**src/rtl/ssd_pkg.sv**
```systemverilog
// Shared constants for the seven-segment display reader: glyph table, blank code, FSM encoding.
package ssd_pkg;

    localparam int STABLE_CYCLES_DEFAULT = 4;

    localparam logic [6:0] SEG_BLANK = 7'h00;

    localparam logic [6:0] GLYPH_0 = 7'h3F;
    localparam logic [6:0] GLYPH_1 = 7'h06;
    localparam logic [6:0] GLYPH_2 = 7'h5B;
    localparam logic [6:0] GLYPH_3 = 7'h4F;
    localparam logic [6:0] GLYPH_4 = 7'h66;
    localparam logic [6:0] GLYPH_5 = 7'h6D;
    localparam logic [6:0] GLYPH_6 = 7'h7D;
    localparam logic [6:0] GLYPH_7 = 7'h07;
    localparam logic [6:0] GLYPH_8 = 7'h7F;
    localparam logic [6:0] GLYPH_9 = 7'h6F;
    localparam logic [6:0] GLYPH_A = 7'h77;
    localparam logic [6:0] GLYPH_B = 7'h7C;
    localparam logic [6:0] GLYPH_C = 7'h39;
    localparam logic [6:0] GLYPH_D = 7'h5E;
    localparam logic [6:0] GLYPH_E = 7'h79;
    localparam logic [6:0] GLYPH_F = 7'h71;

    typedef enum logic [1:0] {
        ST_IDLE  = 2'd0,
        ST_TRACK = 2'd1,
        ST_HOLD  = 2'd2
    } state_t;

    function automatic logic is_onehot(input logic [3:0] d);
        return (d != 4'd0) && ((d & (d - 4'd1)) == 4'd0);
    endfunction

    function automatic logic [1:0] onehot_index(input logic [3:0] d);
        logic [1:0] idx;
        case (d)
            4'b0010: idx = 2'd1;
            4'b0100: idx = 2'd2;
            4'b1000: idx = 2'd3;
            default: idx = 2'd0;
        endcase
        return idx;
    endfunction

endpackage

```
**src/rtl/ssd_glyph_decode.sv**
```systemverilog
// Combinational seven-segment pattern to hex nibble decoder; flags legal glyphs and blank.
// Zero latency, no flow control.
module ssd_glyph_decode
    import ssd_pkg::*;
(
    input  logic [6:0] seg,
    output logic [3:0] nibble,
    output logic       legal,
    output logic       blank
);

    always_comb begin
        nibble = 4'h0;
        legal  = 1'b1;
        blank  = 1'b0;
        case (seg)
            GLYPH_0: nibble = 4'h0;
            GLYPH_1: nibble = 4'h1;
            GLYPH_2: nibble = 4'h2;
            GLYPH_3: nibble = 4'h3;
            GLYPH_4: nibble = 4'h4;
            GLYPH_5: nibble = 4'h5;
            GLYPH_6: nibble = 4'h6;
            GLYPH_7: nibble = 4'h7;
            GLYPH_8: nibble = 4'h8;
            GLYPH_9: nibble = 4'h9;
            GLYPH_A: nibble = 4'hA;
            GLYPH_B: nibble = 4'hB;
            GLYPH_C: nibble = 4'hC;
            GLYPH_D: nibble = 4'hD;
            GLYPH_E: nibble = 4'hE;
            GLYPH_F: nibble = 4'hF;
            SEG_BLANK: begin
                legal = 1'b0;
                blank = 1'b1;
            end
            default: legal = 1'b0;
        endcase
    end

endmodule

```
**src/rtl/ssd_reader.sv**
```systemverilog
// Reads a multiplexed 4-digit seven-segment display; commits a digit after STABLE_CYCLES identical samples.
// Commit visible right after the last stable edge; no backpressure, samples every cycle.
module ssd_reader
    import ssd_pkg::*;
#(
    parameter int STABLE_CYCLES = STABLE_CYCLES_DEFAULT
) (
    input  logic        clk,
    input  logic        reset,
    input  logic [6:0]  seg,
    input  logic [3:0]  dig,
    output logic [15:0] hex,
    output logic [3:0]  valid,
    output logic        upd,
    output logic        err
);

    localparam logic [7:0] CNT_LAST = 8'(STABLE_CYCLES - 1);
    localparam logic [7:0] CNT_FULL = 8'(STABLE_CYCLES);

    state_t     state_q, state_d;
    logic [3:0] pair_dig_q, pair_dig_d;
    logic [6:0] pair_seg_q, pair_seg_d;
    logic [7:0] count_q, count_d;
    logic       commit;
    logic       usable;
    logic       same;

    logic [3:0] dec_nibble;
    logic       dec_legal;
    logic       dec_blank;
    logic [1:0] commit_idx;

    // At commit time the live sample equals the latched pair, so decoding the input is enough.
    ssd_glyph_decode u_decode (
        .seg    (seg),
        .nibble (dec_nibble),
        .legal  (dec_legal),
        .blank  (dec_blank)
    );

    assign usable     = is_onehot(dig);
    assign same       = usable && (dig == pair_dig_q) && (seg == pair_seg_q);
    assign commit_idx = onehot_index(dig);

    always_comb begin
        state_d    = state_q;
        pair_dig_d = pair_dig_q;
        pair_seg_d = pair_seg_q;
        count_d    = count_q;
        commit     = 1'b0;
        case (state_q)
            ST_IDLE: begin
                if (usable) begin
                    pair_dig_d = dig;
                    pair_seg_d = seg;
                    count_d    = 8'd1;
                    state_d    = ST_TRACK;
                end
            end
            ST_TRACK: begin
                if (same) begin
                    if (count_q >= CNT_LAST) begin
                        count_d = CNT_FULL;
                        commit  = 1'b1;
                        state_d = ST_HOLD;
                    end else begin
                        count_d = count_q + 8'd1;
                    end
                end else if (usable) begin
                    pair_dig_d = dig;
                    pair_seg_d = seg;
                    count_d    = 8'd1;
                end else begin
                    count_d = 8'd0;
                    state_d = ST_IDLE;
                end
            end
            ST_HOLD: begin
                // Count stays saturated while the pair is stable: no re-commit.
                if (same) begin
                    state_d = ST_HOLD;
                end else if (usable) begin
                    pair_dig_d = dig;
                    pair_seg_d = seg;
                    count_d    = 8'd1;
                    state_d    = ST_TRACK;
                end else begin
                    count_d = 8'd0;
                    state_d = ST_IDLE;
                end
            end
            default: begin
                count_d = 8'd0;
                state_d = ST_IDLE;
            end
        endcase
    end

    always_ff @(posedge clk) begin
        if (reset) begin
            state_q    <= ST_IDLE;
            pair_dig_q <= 4'd0;
            pair_seg_q <= 7'd0;
            count_q    <= 8'd0;
            hex        <= 16'h0000;
            valid      <= 4'd0;
            upd        <= 1'b0;
            err        <= 1'b0;
        end else begin
            state_q    <= state_d;
            pair_dig_q <= pair_dig_d;
            pair_seg_q <= pair_seg_d;
            count_q    <= count_d;
            upd        <= commit;
            err        <= commit && !dec_legal && !dec_blank;
            if (commit) begin
                if (dec_legal) begin
                    hex[{commit_idx, 2'b00} +: 4] <= dec_nibble;
                end
                valid[commit_idx] <= dec_legal;
            end
        end
    end

endmodule

```
**config.mk**
```make
export PLATFORM = sky130hd
export DESIGN_NAME = ssd_reader
export DESIGN_NICKNAME = d
export VERILOG_FILES = /design/src/rtl/ssd_pkg.sv /design/src/rtl/ssd_glyph_decode.sv /design/src/rtl/ssd_reader.sv
export SDC_FILE = /design/constraint.sdc
export NUM_CORES = 1
export LEC_CHECK = 0
export CAP_MARGIN = 40
export CORE_MARGIN = 2
export CORE_UTILIZATION = 50
export DETAILED_ROUTE_END_ITERATION = 6
export HOLD_SLACK_MARGIN = 0.02
export PLACE_DENSITY = 0.76
export SYNTH_ARGS = -nofsm -noshare
export SYNTH_HDL_FRONTEND = slang
export SYNTH_SLANG_ARGS = --single-unit
```
**constraint.sdc**
```tcl
create_clock -name clk -period 2 [get_ports clk]
set_input_delay 0.2 -clock clk [delete_from_list [all_inputs] [get_ports clk]]
set_output_delay 0.2 -clock clk [all_outputs]
set_load 0.005 [all_outputs]
```
# Yosys cells after proc, flatten, opt, wreduce, memory -nomap -nowiden
# Index checks and enable logic that the tools add are counted.
op_classes:
  reduce_logical: 19
  n_lt_le_gt_ge: 3
  bitwise_logic: 1
  eq_ne: 28
  addsub: 3
  shift: 2
  muxes: 30
ops:
  columns: ["cell", "n"]
  rows:
  - ["== test 7 bit (second input constant)", 12]
  - ["one-hot mux 4 bit (15 select lines)", 1]
  - ["2-to-1 mux 8 bit", 4]
  - ["one-hot mux 8 bit (3 select lines)", 1]
  - ["bitwise mux 16 bit", 1]
  - ["OR reduction 16 bit", 1]
  - ["variable shift 4 x 6 -> 16 bit (first input constant)", 1]
  - ["indexed part select 4 x 6 -> 16 bit", 1]
  - ["== test 7 x 3 -> 1 bit (second input constant)", 2]
  - ["== test 7 x 6 -> 1 bit (second input constant)", 2]
  - ["2-to-1 mux 7 bit", 2]
  - ["one-hot mux 7 bit (2 select lines)", 1]
  - ["one-hot mux 2 bit (3 select lines)", 2]
  - ["2-to-1 mux 2 bit", 5]
  - ["adder 8 x 1 -> 8 bit (second input constant)", 1]
  - ["greater-or-equal comparator 8 x 2 -> 1 bit (second input constant)", 1]
  - ["2-to-1 mux 1 bit", 8]
  - ["2-to-1 mux 4 bit", 2]
  - ["one-hot mux 4 bit (2 select lines)", 1]
  - ["== test 7 bit", 1]
  - ["logical NOT 7 bit", 1]
  - ["logical AND 1 bit", 6]
  - ["!= test 2 bit (second input constant)", 3]
  - ["!= test 3 bit (second input constant)", 2]
  - ["21 further kinds", 24]
totals:
  register_bits: 43
  input_bits: 13
  out_inout_bits: 22
  elab_cells: 94

# Depth between registers and ports, before layout
# Gate-level depths: netlist (run 1).
depth:
  word_depth: 10
  mapped_depth: 9
  mapped_depth_nobuf: 7

# Hierarchy
# From an unflattened synthesis (run 1), not the netlist that was laid out.
hier_totals:
  hier_cells: 335
  area_unflattened_um2: 2662.6
modules_own_cells:
  columns: ["module", "seq_area_each_um2", "area_each_um2", "cells_each", "n_inst"]
  rows:
  - ["ssd_reader", 860.8, 2363.5, 287, 1]
  - ["ssd_glyph_decode", 0.0, 299.0, 48, 1]

# Least setup slack after synthesis (run 1)
# Ideal clock, no wire load.
synth_path:
  kind: "input-to-reg"
  start: "in dig[1]"
  end: "reg hex[0]"
  stages: 8
  arrival_ns: 1.982
  n_path_buf: 2
  path_slack_ns: -0.053
  setup_time_ns: 0.072
  t_required_ns: 1.928
  path_cell_list: "buf_2 -> xnor2_1 -> or3_1 -> clkbuf_1 -> ha_1 -> nor4b_1 -> o21ai_0 -> mux2i_1"
synth_via:
  elab_chain_cells: 9
  word_cells_on_any_way: 19
  classes_between: "2 x add/sub; 4 x eq/ne; 2 x shift; 4 x mux; 1 x bitwise; 6 x reduce/logical"
synth_lines:
  columns: ["item", "line", "text"]
  rows:
  - ["start, declared", "ssd_reader.sv:11", "input logic [3:0] dig,"]
  - ["parallel branches: the longest is 9 deep, another holds negation 4 -> 6 bit", null, null]
  - ["end signal, assigned by index", "ssd_reader.sv:119", "hex[{commit_idx, 2'b00} +: 4] <= dec_nibble;"]
  - ["end, declared", "ssd_reader.sv:12", "output logic [15:0] hex,"]
# Several ways; the timed one is not identified.
# A chain may end at the register's enable or synchronous reset.

# Worst setup path after layout (run 1)
layout_path:
  start: "in seg[5]"
  end: "reg count_q[7]"
layout_via:
  elab_chain_cells: 4
  word_cells_on_any_way: 6
  classes_between: "2 x eq/ne; 2 x mux; 2 x reduce/logical"
layout_lines:
  columns: ["item", "line", "text"]
  rows:
  - ["start, declared", "ssd_reader.sv:10", "input logic [6:0] seg,"]
  - ["== test 7 bit (*)", "ssd_reader.sv:43", "assign same = usable && (dig == pair_dig_q) && (seg == pair_seg_q);"]
  - ["logical AND 1 bit (*)", "ssd_reader.sv:43", null]
  - ["2-to-1 mux 8 bit / != test 2 bit (equally long branches)", null, null]
  - ["one-hot mux 8 bit (3 select lines) / AND reduction 2 bit (equally long branches)", null, null]
  - ["end signal, assigned", "ssd_reader.sv:114", "count_q <= count_d;"]
  - ["end, declared", "ssd_reader.sv:24", "logic [7:0] count_q, count_d;"]
# Every way passes the cells marked *; elsewhere a longest branch is shown, timed or not.

==> out/qor.yml, run 1 <==
sta:
  holdWs_ns: 0.379
  fmax_ghz: 0.509
  max-slew-margin-rel: 0.713
  period_share: 0.981
  drv_slew: 0
  period_minus_slack_ns: 1.96
  setup_violations: 0
  worst_slew_pin_slew_ns: 0.429
  hold_viol: 0
  setup_ws_ns: 0.0372
  tns_ns: 0
  clock_skew_ns: 0.00804
clock_network:
  path_clk_slew_ns: 0.08
  clockBufferDepth: 2
  htreeDepth: 2
  cts_tree: "done"
  insertion_delay_ns: 0.31
  hold_buffers: 0
  cts_made_buffers: 5
  cts_sinks: 43
  root_buffer: "clkbuf_8"
finish:
  final_area_sq_um: 4090
  post-route-util: 0.743
  n_fill_cell: 399
  instances_no_fill: 505
  drive_gt1_frac: 0.321
  num_antenna_cells: 0
  fin_nets: 455
  area_delta_synth_final_pct: 43.7
yosys:
  synth_area_leaders: "dfxtp_1 30%, mux2i_1 6.3%, nand2b_1 4.2%"
  synth_nets: 349
  ys_top_cells_by_count: "43 x dfxtp_1, 21 x nand2_1, 19 x nand2b_1, 19 x nand3_1"
  synth_top_area_share: 0.302
  synth_seq_cells: 43
  synth.avg_cell_area_sq_um: 8.70
  ys_async_sr_fraction: 0
  synth_top_area_cell: "dfxtp_1"
  synth_cells: 327
  yosys_warnings: 0
  synth_ff_type: "dfxtp_1"
  synth_edf_count: 0
  synth-seq-area-share: 0.302
  yosysUniqueCellTypes: 53
  yosysMostFrequentCell: "dfxtp_1"
  synth_area_sq_um: 2850
die:
  die_h_um: 79.5
  io_pins: 35
  coreArea_sq_um: 5510
  row_count: 27
  die_w_um: 79.5
  initial_core_util: 0.517
  dieArea_sq_um: 6310
routing:
  drc_errors: 0
  viasPerCell: 5.71
  num_vias: 2886
  dr.pass1.iters: 4
  wl_um: 7960
  drt-initial-drc-count: 114
  routedWlPerCell_um: 15.8
  ant_nets: 0
min_path:
  hold_path.class: "in -> reg"
grt:
  grt_pass1_wl_um: 13100
  grt_use_total: 0.257
  antenna_found_initial: 0
  grt_overflow: 0
  grt_pass1_vias: 2777
  grt_max_degree: 31
run_status:
  status: "finished, final reports clean"
job:
  drv_cap: 0
place:
  place.gp.congestion: 0.855
  place.detailed.hpwl_um: 5600
  port_buffers: 34
  dpl_cell_area_sq_um: 3760
  place_ws_ns: -0.651
  placedCellCount: 485
power:
  leakagePower_nw: 1.53
  power_mw: 2.29
  peakVddDrop_mv: 0.369
  powerDensity_nw_per_um2: 560
worst_setup_path:
  critPathKind: "in -> reg"
  crit_arrival_ns: 2.14
  critical_path.max_fanout: 7
  cp-end-kind: "flop"
  crit_required_ns: 2.18
  cp-start-kind: "input pin"
flip-flops by register name, summed over array words and instances, names as in the netlist:
name,count
hex,16
count_q,8
pair_seg_q,7
pair_dig_q,4
valid,4
state_q,2
err,1
upd,1
logic make-up (layout without fill, tap and decap cells):
group	after synthesis	in the layout	share of synthesized area
mux	22	22	0.0791
compound gates	71	71	0.198
fa+ha+maj	9	9	0.0396
xor+xnor	15	15	0.0462
simple gates	133	133	0.284
buf+inv	34	140	0.0501
flops	43	43	0.302
where the power goes:
part / switching, mW / internal [mW] / total (mW)
registers: 0.0298 / 0.889 / 0.919
clock network: 0.310 / 0.367 / 0.676
logic: 0.366 / 0.329 / 0.694
total: 0.705 / 1.58 / 2.29
what timing repair did:
action                                  CTS  global route
endpoints found under the setup margin   29            29
pin swaps                                10             8
setup buffers                             8             6
gates resized for setup                  30            27
worst paths after layout:
| path | start | end | slack, ns | cells after the start |
|---|---|---|---|---|
| worst max-delay path | seg[5] | count_q[7] | 0.04 | 9 |
| worst min-delay path | dig[3] | pair_dig_q[3] | 0.38 | 4 |
| worst max register to register | pair_seg_q[4] | count_q[7] | 0.05 | 6 |
| worst min register to register | hex[13] | hex[13] | 0.47 | 2 |
cells in the final DEF, fill, tap and decap left out, types with 3 or more instances in the layout:
cell	Yosys	routed
buf_4	0	83
dfxtp_1	43	43
clkdlybuf4s50_1	0	23
nand2_1	21	21
nand3_1	19	19
nand2b_1	19	19
o21ai_0	18	18
mux2i_1	18	18
a21oi_1	17	16
xnor2_1	13	12
inv_1	10	10
nor3_1	10	9
ha_1	9	8
nor2_1	7	7
nand4_1	7	7
nor2b_1	7	7
clkbuf_2	0	7
o211ai_1	5	5
clkbuf_8	0	5
a211oi_2	1	4
o31ai_1	4	4
or4_1	6	4
a2111oi_4	4	4
mux2_2	4	4
dlygate4sd2_1	0	4
buf_6	0	4
and3_1	4	3
nor3b_1	4	3
nor4_1	6	3
nand3b_1	3	3
cell type report:
class / count / area [sq um] / share of cell area
clock inverters: 1 / 30.0 / 0.00734
inverters: 10 / 37.5 / 0.00918
flip-flops and latches: 43 / 861 / 0.210
clock buffers: 6 / 72.6 / 0.0177
well taps: 72 / 90.1 / 0.0220
repair buffers: 123 / 1010 / 0.247
multi-input cells: 250 / 1990 / 0.487
routing by layer:
metal / global-route usage / part of all wire / vias up
met2: 0.434 / 0.51 / 70
li1: - / - / 1424
met3: 0.0317 / 0.040 / 11
met1: 0.344 / 0.44 / 1381
met5: 0 / 0 / -
met4: 0.0741 / 0.012 / 0
worst max-delay path, stage by stage:
cell           delay [ns]
dlygate4sd2_1        0.26
buf_6                0.14
buf_4                0.14
xnor2_2              0.18
nand4_1              0.24
buf_4                0.22
or4_4                0.54
a31oi_1              0.17
nor3_1               0.06
Power figures use the tool's default switching activity.
==> run 2: changes to the inputs <==
Settings changed: PLACE_DENSITY 0.76 to 0.73.
Clock period 2 ns to 2.08 ns, I/O delays scaled along.
==> run 2 against run 1 <==
Net effect: final cell count decreased by 1.2%; total power decreased by 7.6%; critical path depth decreased by 1; hold slack improved by 0.0019 ns; global-route usage increased by 0.68 points; clock-buffer cell count unchanged; die area unchanged; worst setup slack improved by 0.028 ns; final area decreased by 1.9%; register-to-register slack improved by 0.14 ns; non-clock buffer count decreased by 7; first-iteration DRC count increased by 12%; largest cell class unchanged.
==> out/qor.yml, run 2 (synthesis results as in run 1) <==
sta:
  period_minus_slack_ns: 2.01
  fmax_ghz: 0.496
  hold_viol: 0  # unchanged
  clock_skew_ns: 0.0137  # was 0.00804 ns
  drv_slew: 0  # unchanged
  max-slew-margin-rel: 0.723  # was 0.713
  worst_slew_pin_slew_ns: 0.414  # was 0.429 ns
  holdWs_ns: 0.381  # was 0.379 ns
  setup_ws_ns: 0.0654  # was 0.0372 ns
  setup_violations: 0  # unchanged
  period_share: 0.969
routing:
  dr.pass1.iters: 4  # unchanged
  num_vias: 2840  # was 2,886
  ant_nets: 0  # unchanged
  viasPerCell: 5.69  # was 5.71
  wl_um: 8070  # was 7960 um
  routedWlPerCell_um: 16.2  # was 15.8 um
  drt-initial-drc-count: 128  # was 114
  drc_errors: 0  # unchanged
finish:
  area_delta_synth_final_pct: 40.9  # was 43.7%
  post-route-util: 0.728  # was 0.743
  final_cell_mix: "79 x buf_4, 43 x dfxtp_1, 23 x clkdlybuf4s50_1"  # was 83 x buf_4, 43 x dfxtp_1, 23 x clkdlybuf4s50_1
  top_register: "hex"  # unchanged
  final_common_cell: "buf_4"  # unchanged
  drive_gt1_frac: 0.300  # was 0.321
  reg_top3: "hex: 16 flops, count_q: 8 flops, pair_seg_q: 7 flops"  # unchanged
  num_antenna_cells: 0  # unchanged
  largest_reg_flops: 16  # unchanged
  fin_nets: 448  # was 455
  final_area_sq_um: 4010  # was 4090 sq um
  n_fill_cell: 400  # was 399
worst_setup_path:
  cp-start-kind: "input pin"  # unchanged
  crit_chain: "dlygate4sd2_1 > xnor2_1 > or3_4 > ha_1 > nor4_2 > buf_4 > o21ai_0 > mux2i_1"  # was dlygate4sd2_1 > buf_6 > buf_4 > xnor2_2 > nand4_1 > buf_4 > or4_4 > a31oi_1 > nor3_1
  slowest_delay_ns: 0.39  # was 0.54 ns
  critical_path.max_fanout: 6  # was 7
  rr_startpoint: "state_q[0]"  # was pair_seg_q[4]
  cp-end-kind: "flop"  # unchanged
  crit_required_ns: 2.32  # was 2.18 ns
  crit_start: "dig[3]"  # was seg[5]
  critPathKind: "in -> reg"  # unchanged
  cpMaxStageDelayCell: "dlygate4sd2_1"  # was or4_4
  crit_arrival_ns: 2.26  # was 2.14 ns
grt:
  grt_use_total: 0.264  # was 0.257
  grt_max_degree: 29  # was 31
  antenna_found_initial: 0  # unchanged
  grt_overflow: 0  # unchanged
  grt_pass1_wl_um: 13200  # was 13,100 um
  grt_pass1_vias: 2740  # was 2,777
die:
  io_pins: 35  # unchanged
  initial_core_util: 0.517  # unchanged
  coreArea_sq_um: 5510  # unchanged
  die_w_um: 79.5  # unchanged
  row_count: 27  # unchanged
  die_h_um: 79.5  # unchanged
  dieArea_sq_um: 6310  # unchanged
job:
  drv_cap: 0  # unchanged
power:
  powerDensity_nw_per_um2: 527  # was 560 nW/um^2
  leakagePower_nw: 1.50  # was 1.53 nW
  peakVddDrop_mv: 0.254  # was 0.369 mV
clock_network:
  root_buffer: "clkbuf_8"  # unchanged
  insertion_delay_ns: 0.31  # about the same
  htreeDepth: 2  # unchanged
  cts_sinks: 43  # unchanged
  cts_tree: "done"  # unchanged
  path_clk_slew_ns: 0.09  # was 0.08 ns
  cts_made_buffers: 5  # unchanged
  hold_buffers: 0  # unchanged
  clockBufferDepth: 2  # unchanged
place:
  place.detailed.hpwl_um: 5720  # was 5600 um
  place_ws_ns: -0.655  # was -0.651 ns
  port_buffers: 34  # unchanged
  dpl_cell_area_sq_um: 3730  # was 3760 sq um
  place.gp.congestion: 0.922  # was 0.855
min_path:
  worstHoldStart: "dig[1]"  # was dig[3]
  hold_path.class: "in -> reg"  # unchanged
run_status:
  status: "finished, final reports clean"  # unchanged
==> run 2: cell count changes in the layout (fill, tap and decap cells not counted), moves of 2 or more <==
| cell | delta |
|---|---|
| buf_4 | -4 |
| clkbuf_2 | -4 |
| buf_6 | -3 |
| dlygate4sd2_1 | +3 |
| a211oi_1 | +2 |
| a211oi_2 | -2 |
| and4_4 | -2 |
==> run 2: critical path: cells and delay by family <==
family / cells / cell delay, ns
AO/OA/AOI/OAI: 1 / 0.13
XOR/XNOR: 1 / 0.13
adder cells (fa/ha/maj): 1 / 0.36
buffers and inverters: 2 / 0.58
multiplexers: 1 / 0.15
AND/OR/NAND/NOR: 2 / 0.69
==> run 2: path summary, 6_finish.rpt <==
kind,endpoint,slack (ns),cells after the start
worst min register to register,hex[13],0.48,2
worst max-delay path,hex[12],0.07,8
worst min-delay path,pair_dig_q[1],0.38,4
worst max register to register,count_q[3],0.19,7
==> run 2: per-stage QoR <==
| step | std cells | TNS (ns) | power [mW] |
|---|---|---|---|
| 6_report | 499 | 0 | 2.12 |
| 5_1_grt | 499 | -0.0268 | 2.23 |
| 2_1_floorplan | 327 | 0 | 1.24 |
| 3_5_place_dp | 482 | -18.34 | 1.51 |
| 4_1_cts | 499 | 0 | 2.10 |
| 3_3_place_gp | 482 | -15.60 | 1.49 |
==> run 2: layer usage <==
metal / vias to the layer above / share of wire / global-route usage
li1: 1410 / - / -
met2: 60 / 0.51 / 0.455
met3: 9 / 0.030 / 0.0385
met5: - / 0 / 0
met4: 0 / 0.013 / 0.0707
met1: 1361 / 0.45 / 0.344
==> run 2: area by class of cell <==
type	instances	area [sq um]	share of cell area
Multi-Input combinational cell	250	1960	0.489
Inverter	10	37.5	0.00936
Tap cell	72	90.1	0.0225
Clock inverter	2	13.8	0.00343
Timing Repair Buffer	116	963	0.240
Sequential cell	43	861	0.215
Clock buffer	6	82.6	0.0206
==> run 2: repair_timing <==
action	CTS	global route
pin swaps	7	7
setup buffers	9	0
resized for setup	24	17
cloned	0	0
setup endpoints to repair	28	26
==> run 2: power by group <==
part | internal (mW) | leakage, nW | switching (mW)
sequential | 0.855 | 0.348 | 0.0288
clock | 0.272 | 0.0516 | 0.315
combinational | 0.303 | 1.10 | 0.343
total | 1.43 | 1.50 | 0.687
